[config.mk]
export PLATFORM = sky130hd
export DESIGN_NAME = alu_serial_seq_flat
export DESIGN_NICKNAME = d
export VERILOG_FILES = /design/src/rtl/alu_pkg.sv /design/src/rtl/alu_serial_seq_if.sv /design/src/rtl/alu_bit_slice.sv /design/src/rtl/alu_serial_seq.sv /design/src/flat_wrapper.sv
export SDC_FILE = /design/constraint.sdc
export NUM_CORES = 1
export LEC_CHECK = 0
export ABC_AREA = 1
export CAP_MARGIN = 20
export CORE_AREA = 2 2 92 94
export DETAILED_ROUTE_END_ITERATION = 16
export DIE_AREA = 0 0 94 96
export HOLD_SLACK_MARGIN = 0.15
export PLACE_DENSITY = 0.77
export SYNTH_ARGS = -nofsm -noshare
export SYNTH_HDL_FRONTEND = slang
export SYNTH_SLANG_ARGS = --single-unit
export TNS_END_PERCENT = 10
[constraint.sdc]
create_clock -name Clock -period 1.9 [get_ports Clock]
set_clock_uncertainty 0.2 [all_clocks]
set_input_delay 0.38 -clock Clock [delete_from_list [all_inputs] [get_ports Clock]]
set_output_delay 0.38 -clock Clock [all_outputs]
set_load 0.02 [all_outputs]
[src/rtl/alu_pkg.sv]
// Shared definitions for the bit-serial ALU sequencer: op codes, FSM states,
// default width and the parallel logic-op helper used by the fast path.
package alu_pkg;

  localparam int ALU_WIDTH = 24;

  localparam logic [2:0] OP_AND = 3'b000;
  localparam logic [2:0] OP_OR  = 3'b001;
  localparam logic [2:0] OP_ADD = 3'b010;
  localparam logic [2:0] OP_SLT = 3'b011;
  localparam logic [2:0] OP_XOR = 3'b100;

  typedef enum logic [1:0] {
    IDLE  = 2'd0,
    SHIFT = 2'd1,
    FIXUP = 2'd2,
    DONE  = 2'd3
  } state_e;

  function automatic logic is_arith(input logic [2:0] op);
    return (op == OP_ADD) || (op == OP_SLT);
  endfunction

  // Whole-word version of the slice's logic ops; reserved codes yield zero.
  function automatic logic [ALU_WIDTH-1:0] fast_logic(input logic [ALU_WIDTH-1:0] a,
                                                     input logic [ALU_WIDTH-1:0] b,
                                                     input logic binv,
                                                     input logic [2:0] op);
    logic [ALU_WIDTH-1:0] bx;
    bx = b ^ {ALU_WIDTH{binv}};
    case (op)
      OP_AND:  return a & bx;
      OP_OR:   return a | bx;
      OP_XOR:  return a ^ bx;
      default: return '0;
    endcase
  endfunction

endpackage

[src/rtl/alu_serial_seq_if.sv]
// Request/result handshake bundle between issue, the serial ALU and writeback.
interface alu_serial_seq_if
  import alu_pkg::*;
#(
  parameter int WIDTH = ALU_WIDTH
) ();

  logic             InValid;
  logic             InReady;
  logic [WIDTH-1:0] A;
  logic [WIDTH-1:0] B;
  logic [2:0]       Op;
  logic             BNeg;
  logic             OutValid;
  logic             OutReady;
  logic [WIDTH-1:0] Result;
  logic             CarryOut;
  logic             Overflow;
  logic             Zero;

  modport master (
    output InValid, A, B, Op, BNeg, OutReady,
    input  InReady, OutValid, Result, CarryOut, Overflow, Zero
  );

  modport slave (
    input  InValid, A, B, Op, BNeg, OutReady,
    output InReady, OutValid, Result, CarryOut, Overflow, Zero
  );

endinterface

[src/rtl/alu_bit_slice.sv]
// Combinational 1-bit ALU slice; the sequencer feeds it one bit per cycle.
module alu_bit_slice
  import alu_pkg::*;
(
  input  logic       a,
  input  logic       b,
  input  logic       cin,
  input  logic       binv,
  input  logic [2:0] op,
  output logic       res,
  output logic       cout
);

  logic bx;
  logic sum;

  assign bx   = b ^ binv;
  assign sum  = a ^ bx ^ cin;
  assign cout = (a & bx) | (cin & (a ^ bx));

  always_comb begin
    res = 1'b0;
    case (op)
      OP_AND:  res = a & bx;
      OP_OR:   res = a | bx;
      OP_XOR:  res = a ^ bx;
      OP_ADD,
      OP_SLT:  res = sum;
      default: res = 1'b0;
    endcase
  end

endmodule

[src/rtl/alu_serial_seq.sv]
// Bit-serial ALU sequencer: runs one alu_bit_slice LSB-first over WIDTH cycles.
// Define ALU_FASTLOGIC_EN to compute AND/OR/XOR/reserved ops in one cycle.
module alu_serial_seq
  import alu_pkg::*;
#(
  parameter int WIDTH = ALU_WIDTH,
  parameter int CNT_W = 5
) (
  input  logic             Clock,
  input  logic             ResetN,
  alu_serial_seq_if.slave  bus
);

  state_e             state_q, state_d;
  logic [CNT_W-1:0]   cnt_q, cnt_d;
  logic [WIDTH-1:0]   a_q, a_d;
  logic [WIDTH-1:0]   b_q, b_d;
  logic [WIDTH-1:0]   res_q, res_d;
  logic [2:0]         op_q, op_d;
  logic               binv_q, binv_d;
  logic               carry_q, carry_d;
  logic               cmsb_q, cmsb_d;
  logic               nz_q, nz_d;

  logic               slice_res;
  logic               slice_cout;
  logic               less;
  logic               done;
  logic               arith;

  alu_bit_slice u_slice (
    .a    (a_q[0]),
    .b    (b_q[0]),
    .cin  (carry_q),
    .binv (binv_q),
    .op   (op_q),
    .res  (slice_res),
    .cout (slice_cout)
  );

  always_ff @(posedge Clock or negedge ResetN) begin
    if (!ResetN) begin
      state_q <= IDLE;
      cnt_q   <= '0;
      a_q     <= '0;
      b_q     <= '0;
      res_q   <= '0;
      op_q    <= OP_AND;
      binv_q  <= 1'b0;
      carry_q <= 1'b0;
      cmsb_q  <= 1'b0;
      nz_q    <= 1'b0;
    end else begin
      state_q <= state_d;
      cnt_q   <= cnt_d;
      a_q     <= a_d;
      b_q     <= b_d;
      res_q   <= res_d;
      op_q    <= op_d;
      binv_q  <= binv_d;
      carry_q <= carry_d;
      cmsb_q  <= cmsb_d;
      nz_q    <= nz_d;
    end
  end

  always_comb begin
    state_d = state_q;
    cnt_d   = cnt_q;
    a_d     = a_q;
    b_d     = b_q;
    res_d   = res_q;
    op_d    = op_q;
    binv_d  = binv_q;
    carry_d = carry_q;
    cmsb_d  = cmsb_q;
    nz_d    = nz_q;
    less    = 1'b0;

    case (state_q)
      IDLE: begin
        if (bus.InValid) begin
          a_d     = bus.A;
          b_d     = bus.B;
          op_d    = bus.Op;
          binv_d  = bus.BNeg | (bus.Op == OP_SLT);
          carry_d = bus.BNeg | (bus.Op == OP_SLT);
          cnt_d   = '0;
          cmsb_d  = 1'b0;
          res_d   = '0;
          nz_d    = 1'b0;
          state_d = SHIFT;
`ifdef ALU_FASTLOGIC_EN
          if (!is_arith(bus.Op)) begin
            res_d   = fast_logic(bus.A, bus.B, bus.BNeg, bus.Op);
            nz_d    = |fast_logic(bus.A, bus.B, bus.BNeg, bus.Op);
            carry_d = 1'b0;
            state_d = DONE;
          end
`endif
        end
      end

      // Slice output enters at the MSB so the word is aligned after WIDTH shifts.
      SHIFT: begin
        res_d   = {slice_res, res_q[WIDTH-1:1]};
        a_d     = a_q >> 1;
        b_d     = b_q >> 1;
        carry_d = slice_cout;
        nz_d    = nz_q | slice_res;
        if (cnt_q == CNT_W'(WIDTH - 1)) begin
          cmsb_d  = carry_q;
          state_d = (op_q == OP_SLT) ? FIXUP : DONE;
        end else begin
          cnt_d = cnt_q + CNT_W'(1);
        end
      end

      // Sign of the difference, corrected for overflow, is the less-than bit.
      FIXUP: begin
        less    = res_q[WIDTH-1] ^ cmsb_q ^ carry_q;
        res_d   = {{(WIDTH-1){1'b0}}, less};
        nz_d    = less;
        state_d = DONE;
      end

      DONE: begin
        if (bus.OutReady) begin
          state_d = IDLE;
        end
      end

      default: state_d = IDLE;
    endcase
  end

  assign done  = (state_q == DONE);
  assign arith = is_arith(op_q);

  assign bus.InReady  = ResetN && (state_q == IDLE);
  assign bus.OutValid = done;
  assign bus.Result   = res_q;
  assign bus.CarryOut = done & arith & carry_q;
  assign bus.Overflow = done & arith & (cmsb_q ^ carry_q);
  assign bus.Zero     = done & ~nz_q;

endmodule

[src/flat_wrapper.sv]
// flat-port wrapper written by rule: the top's interface ports become plain ports
module alu_serial_seq_flat import alu_pkg::*;
#(
  parameter int WIDTH = ALU_WIDTH,
  parameter int CNT_W = 5
)
  (Clock, ResetN, bus_InValid, bus_A, bus_B, bus_Op, bus_BNeg, bus_OutReady, bus_InReady, bus_OutValid, bus_Result, bus_CarryOut, bus_Overflow, bus_Zero);
  alu_serial_seq_if #(.WIDTH(WIDTH)) bus_i ();
  input  logic Clock;
  input  logic ResetN;
  input wire logic [$bits(bus_i.InValid)-1:0] bus_InValid;
  input wire logic [$bits(bus_i.A)-1:0] bus_A;
  input wire logic [$bits(bus_i.B)-1:0] bus_B;
  input wire logic [$bits(bus_i.Op)-1:0] bus_Op;
  input wire logic [$bits(bus_i.BNeg)-1:0] bus_BNeg;
  input wire logic [$bits(bus_i.OutReady)-1:0] bus_OutReady;
  output wire logic [$bits(bus_i.InReady)-1:0] bus_InReady;
  output wire logic [$bits(bus_i.OutValid)-1:0] bus_OutValid;
  output wire logic [$bits(bus_i.Result)-1:0] bus_Result;
  output wire logic [$bits(bus_i.CarryOut)-1:0] bus_CarryOut;
  output wire logic [$bits(bus_i.Overflow)-1:0] bus_Overflow;
  output wire logic [$bits(bus_i.Zero)-1:0] bus_Zero;
  assign bus_i.InValid = bus_InValid;
  assign bus_i.A = bus_A;
  assign bus_i.B = bus_B;
  assign bus_i.Op = bus_Op;
  assign bus_i.BNeg = bus_BNeg;
  assign bus_i.OutReady = bus_OutReady;
  assign bus_InReady = bus_i.InReady;
  assign bus_OutValid = bus_i.OutValid;
  assign bus_Result = bus_i.Result;
  assign bus_CarryOut = bus_i.CarryOut;
  assign bus_Overflow = bus_i.Overflow;
  assign bus_Zero = bus_i.Zero;
  alu_serial_seq #(.WIDTH(WIDTH), .CNT_W(CNT_W)) u_core (.Clock(Clock), .ResetN(ResetN), .bus(bus_i));
endmodule
==> report_table.html <==
<table>
<tr><th>Metric</th><th>Value</th></tr>
<tr><th colspan="2">Outcome</th></tr>
<tr><td>Run status</td><td>finished with violations</td></tr>
<tr><td>Violated checks</td><td>setup timing</td></tr>
<tr><th colspan="2">Worst setup path</th></tr>
<tr><td>Crit path arrival time</td><td>1.35 ns</td></tr>
<tr><td>Largest stage delay on the critical path</td><td>0.43 ns</td></tr>
<tr><td>Critical path class</td><td>flop to output pin</td></tr>
<tr><td>Ordered cell list for the critical path</td><td>inv_2 -&gt; buf_6 -&gt; buf_4 -&gt; nor2_4 -&gt; buf_6</td></tr>
<tr><td>Kind of end point of the critical path</td><td>output pin</td></tr>
<tr><td>Most used cell along the critical path</td><td>sky130_fd_sc_hd__buf_6</td></tr>
<tr><td>Top fanout value on the critical path</td><td>4</td></tr>
<tr><td>Setup slack of the most critical reg-to-reg path</td><td>0 ns</td></tr>
<tr><td>Data required, critical path</td><td>roughly 1.3 ns</td></tr>
<tr><td>Kind of start point of the critical path</td><td>flop</td></tr>
<tr><td>Cell with the largest stage delay on the worst path</td><td>sky130_fd_sc_hd__dfrtp_1</td></tr>
<tr><th colspan="2">Clock tree</th></tr>
<tr><td>Clock latency reported for the late side of the worst-skew pair</td><td>roughly 0.35 ns</td></tr>
<tr><td>Cts bufs inserted</td><td>9</td></tr>
<tr><td>Clock transition at path regs</td><td>roughly 0.08 ns</td></tr>
<tr><td>Clock buffer depth</td><td>2</td></tr>
<tr><td>Root Driver</td><td>sky130_fd_sc_hd__clkbuf_8</td></tr>
<tr><td>Clock tree from TritonCTS</td><td>yes</td></tr>
<tr><td>Count of H-tree levels built during CTS</td><td>3</td></tr>
<tr><td>Sink count of the clock tree</td><td>86</td></tr>
<tr><th colspan="2">Route</th></tr>
<tr><td>First-pass iteration count of the detailed router</td><td>4</td></tr>
<tr><td>Via-per-instance ratio</td><td>around 5.3</td></tr>
<tr><td>Detailed-route via count</td><td>3706</td></tr>
<tr><td>Routed wire length</td><td>roughly 10000 µm</td></tr>
<tr><td>Starting DRC count in detailed routing</td><td>~220</td></tr>
<tr><td>Number of nets with antenna violations after routing</td><td>0</td></tr>
<tr><td>Number of remaining DRC errors</td><td>0</td></tr>
<tr><td>Per-cell routed wire length</td><td>about 14 µm</td></tr>
<tr><th colspan="2">Floorplan</th></tr>
<tr><td>Number of standard-cell rows in the floorplan</td><td>33</td></tr>
<tr><td>Floorplan die height</td><td>roughly 96 µm</td></tr>
<tr><td>Die Width</td><td>~94 µm</td></tr>
<tr><td>Ports placed on the boundary</td><td>85</td></tr>
<tr><td>Overall die area</td><td>9020 µm²</td></tr>
<tr><td>Area of the core</td><td>~8000 µm²</td></tr>
<tr><td>Initial Util</td><td>50.0%</td></tr>
<tr><th colspan="2">Finish</th></tr>
<tr><td>Final standard cell utilization of the core</td><td>a little over two thirds</td></tr>
<tr><td>Top library cells by usage in the layout, fill and taps aside</td><td>sky130_fd_sc_hd__nand2_1 (170), sky130_fd_sc_hd__dfrtp_1 (86), sky130_fd_sc_hd__nor2_1 (54), sky130_fd_sc_hd__clkdlybuf4s50_1 (54), sky130_fd_sc_hd__a31oi_1 (46)</td></tr>
<tr><td>Proportion of layout cells with a drive suffix above 1</td><td>13.3%</td></tr>
<tr><td>Antenna diode count</td><td>0</td></tr>
<tr><td>Most common cell after layout, fill and taps aside</td><td>sky130_fd_sc_hd__nand2_1</td></tr>
<tr><td>Final design instance area without fill</td><td>between 5000 and 6000 µm²</td></tr>
<tr><td>Filler Cell Count</td><td>roughly 630</td></tr>
<tr><td>Area growth, synth to finish</td><td>38.7%</td></tr>
<tr><td>Total number of nets in the final design</td><td>about 660</td></tr>
<tr><th colspan="2">GRT</th></tr>
<tr><td>Via count of the first global-routing pass</td><td>between 3000 and 4000</td></tr>
<tr><td>First-pass GRT wire length</td><td>16200 µm</td></tr>
<tr><td>Initial antenna violation count</td><td>0</td></tr>
<tr><td>Global-route usage over all layers</td><td>between 20% and 30%</td></tr>
<tr><td>Total grt overflow</td><td>0</td></tr>
<tr><td>Maximum number of pins on one net before global-route repair</td><td>between 80 and 90</td></tr>
<tr><th colspan="2">Run</th></tr>
<tr><td>Max-cap violation count</td><td>0</td></tr>
<tr><th colspan="2">Place</th></tr>
<tr><td>Count of input and output buffers</td><td>84</td></tr>
<tr><td>Area post-placement</td><td>~5100 µm²</td></tr>
<tr><td>Placed wire-length estimate after detailed placement</td><td>6260 µm</td></tr>
<tr><td>Worst setup slack after placement</td><td>-0.213 ns</td></tr>
<tr><td>Gp weighted congestion</td><td>slightly below 0.9</td></tr>
<tr><th colspan="2">Logic synthesis</th></tr>
<tr><td>Yosys synthesis warning count</td><td>0</td></tr>
<tr><td>Post-Syn Nets</td><td>roughly 550</td></tr>
<tr><td>Portion of the post-synthesis area used by sequential elements</td><td>between 50 and 60%</td></tr>
<tr><td>Area share of the largest cell type after synthesis</td><td>around 53%</td></tr>
<tr><td>Synthesized cell area</td><td>slightly above 4000 µm²</td></tr>
<tr><td>Cell types occupying the most area after synthesis</td><td>sky130_fd_sc_hd__dfrtp_1 (53%), sky130_fd_sc_hd__nand2_1 (16%), sky130_fd_sc_hd__a31oi_1 (7.3%), sky130_fd_sc_hd__nor2_1 (5.2%), sky130_fd_sc_hd__o21ai_0 (3.9%)</td></tr>
<tr><td>Syn_area_per_cell</td><td>between 8 and 9 µm²</td></tr>
<tr><td>Post-Syn Instances</td><td>~500</td></tr>
<tr><td>Number of distinct standard cells referenced by the synthesized netlist</td><td>23</td></tr>
<tr><td>Dominant cell type by area after synthesis</td><td>sky130_fd_sc_hd__dfrtp_1</td></tr>
<tr><td>#FFs+latches synth</td><td>86</td></tr>
<tr><th colspan="2">STA</th></tr>
<tr><td>Number of failing hold endpoints at the final stage</td><td>0</td></tr>
<tr><td>Worst setup slack after layout</td><td>-0.0319 ns</td></tr>
<tr><td>Clock period minus worst slack</td><td>slightly below 2 ns</td></tr>
<tr><td>Max-slew headroom at the worst pin</td><td>70.6%</td></tr>
<tr><td>Fin Setup TNS</td><td>-0.0793 ns</td></tr>
<tr><td>Final period util</td><td>102%</td></tr>
<tr><td>RSZ-0062 raised after global routing</td><td>yes</td></tr>
<tr><td>Number of endpoints failing setup at the final stage</td><td>3</td></tr>
<tr><td>Achievable frequency</td><td>between 500 and 600 MHz</td></tr>
<tr><td>Worst Max-Slew Pin Slew</td><td>0.441 ns</td></tr>
<tr><td>Hold Worst Slack</td><td>0.306 ns</td></tr>
<tr><td>Max-slew violations</td><td>0</td></tr>
<tr><th colspan="2">Pwr</th></tr>
<tr><td>Max rail drop VDD</td><td>0.820 mV</td></tr>
<tr><td>Pwr dens</td><td>between 1500 and 2000 nW/µm²</td></tr>
<tr><td>Leakage power of the design</td><td>between 2 and 3 nW</td></tr>
<tr><th colspan="2">Hold path</th></tr>
<tr><td>Classification of the worst-slack hold path</td><td>flop to flop</td></tr>
</table>
-- metal layers --
metal / routed length, µm / global-route usage (%) / up-vias
met5: 0 / 0 / -
met1: 4240 / 29.2 / 1764
met3: 524 / 3.84 / 16
li1: - / - / 1804
met4: 224 / 9.42 / 0
met2: 4970 / 38.2 / 122
-- where the power goes --
group | total (W) | internal, W | switching (W)
Combinational | 0.00483 | 0.00212 | 0.00271
Sequential | 0.00291 | 0.00250 | 0.000412
Clock | 0.00145 | 0.000807 | 0.000639
Total | 0.00918 | 0.00542 | 0.00376
-- state kept, by name, summed over array words and instances, names as in the netlist, 2 cells and up --
signal,count
u_core.state_q,2
u_core.op_q,3
u_core.b_q,24
u_core.cnt_q,5
u_core.bus.Result,24
u_core.a_q,24
-- layout make-up --
type / instances / area, µm² / area share, %
Clock buffer: 12 / 155 / 2.78
Clock inverter: 3 / 67.6 / 1.21
Inverter: 22 / 85.1 / 1.52
Multi-Input combinational cell: 353 / 1750 / 31.3
Sequential cell: 86 / 2150 / 38.5
Tap cell: 105 / 131 / 2.35
Timing Repair Buffer: 120 / 1240 / 22.3
-- kinds of logic (layout without fill, tap and decap cells) --
kind of cell	after synthesis	after routing	share of synthesized area, %
AND/OR/NAND/NOR	254	254	24.7
AO/OA/AOI/OAI	88	88	12.8
flip-flops	86	86	53.5
buffers and inverters	51	157	5.60
adder cells (fa/ha/maj)	8	8	2.67
multiplexers	2	2	0.559
XOR/XNOR	1	1	0.218
-- synthesized netlist by cell type --
library cell and count:
sky130_fd_sc_hd__nand2_1 173, sky130_fd_sc_hd__clkbuf_1 14, sky130_fd_sc_hd__buf_2 9, sky130_fd_sc_hd__a31oi_1 47, sky130_fd_sc_hd__nand3b_1 1, sky130_fd_sc_hd__o31ai_1 2, sky130_fd_sc_hd__dfrtp_1 86, sky130_fd_sc_hd__o21ai_0 31
sky130_fd_sc_hd__inv_1 21, sky130_fd_sc_hd__buf_4 6, sky130_fd_sc_hd__nand3_1 20, sky130_fd_sc_hd__mux2_2 2, sky130_fd_sc_hd__a21oi_1 3, sky130_fd_sc_hd__o21ai_1 1, sky130_fd_sc_hd__o211ai_1 2, sky130_fd_sc_hd__fa_1 1
sky130_fd_sc_hd__inv_2 1, sky130_fd_sc_hd__nand2_2 1, sky130_fd_sc_hd__nand4_1 3, sky130_fd_sc_hd__o21ai_2 2, sky130_fd_sc_hd__ha_1 7, sky130_fd_sc_hd__xnor2_1 1, sky130_fd_sc_hd__nor2_1 56
-- path summary, 6_finish.rpt --
path,from,endpoint,depth (start not counted)
max in group asynchronous,ResetN,u_core.a_q[17],3
hold reg to reg,u_core.nz_q,u_core.nz_q,2
setup reg to reg,u_core.state_q[0],u_core.cmsb_q,11
setup / recovery,u_core.carry_q,bus_CarryOut,5
hold / removal,u_core.nz_q,u_core.nz_q,2
min in group asynchronous,ResetN,u_core.bus.Result[6],3
-- critical path: cells and delay by family (launching register included) --
kind          cells  cell delay [ns]
buf+inv           4             0.46
flops             1             0.43
simple gates      1             0.11
-- stage by stage --
stage	total power [W]	cells
detailed placement	0.00696	674
global placement	0.00679	674
global route	0.00994	701
finish	0.00918	701
CTS	0.00878	695
floorplan	0.00565	490
-- timing repair --
item | CTS | global route
gates resized for setup | 61 | 24
endpoints found under the setup margin | 83 | 65
setup buffers | 4 | 4
hold endpoints to repair | 86 | 0
hold buffers | 1 | 0
cloned | 1 | 2
pin swaps | 3 | 5
Note: power is estimated with default switching activity, not from simulation.
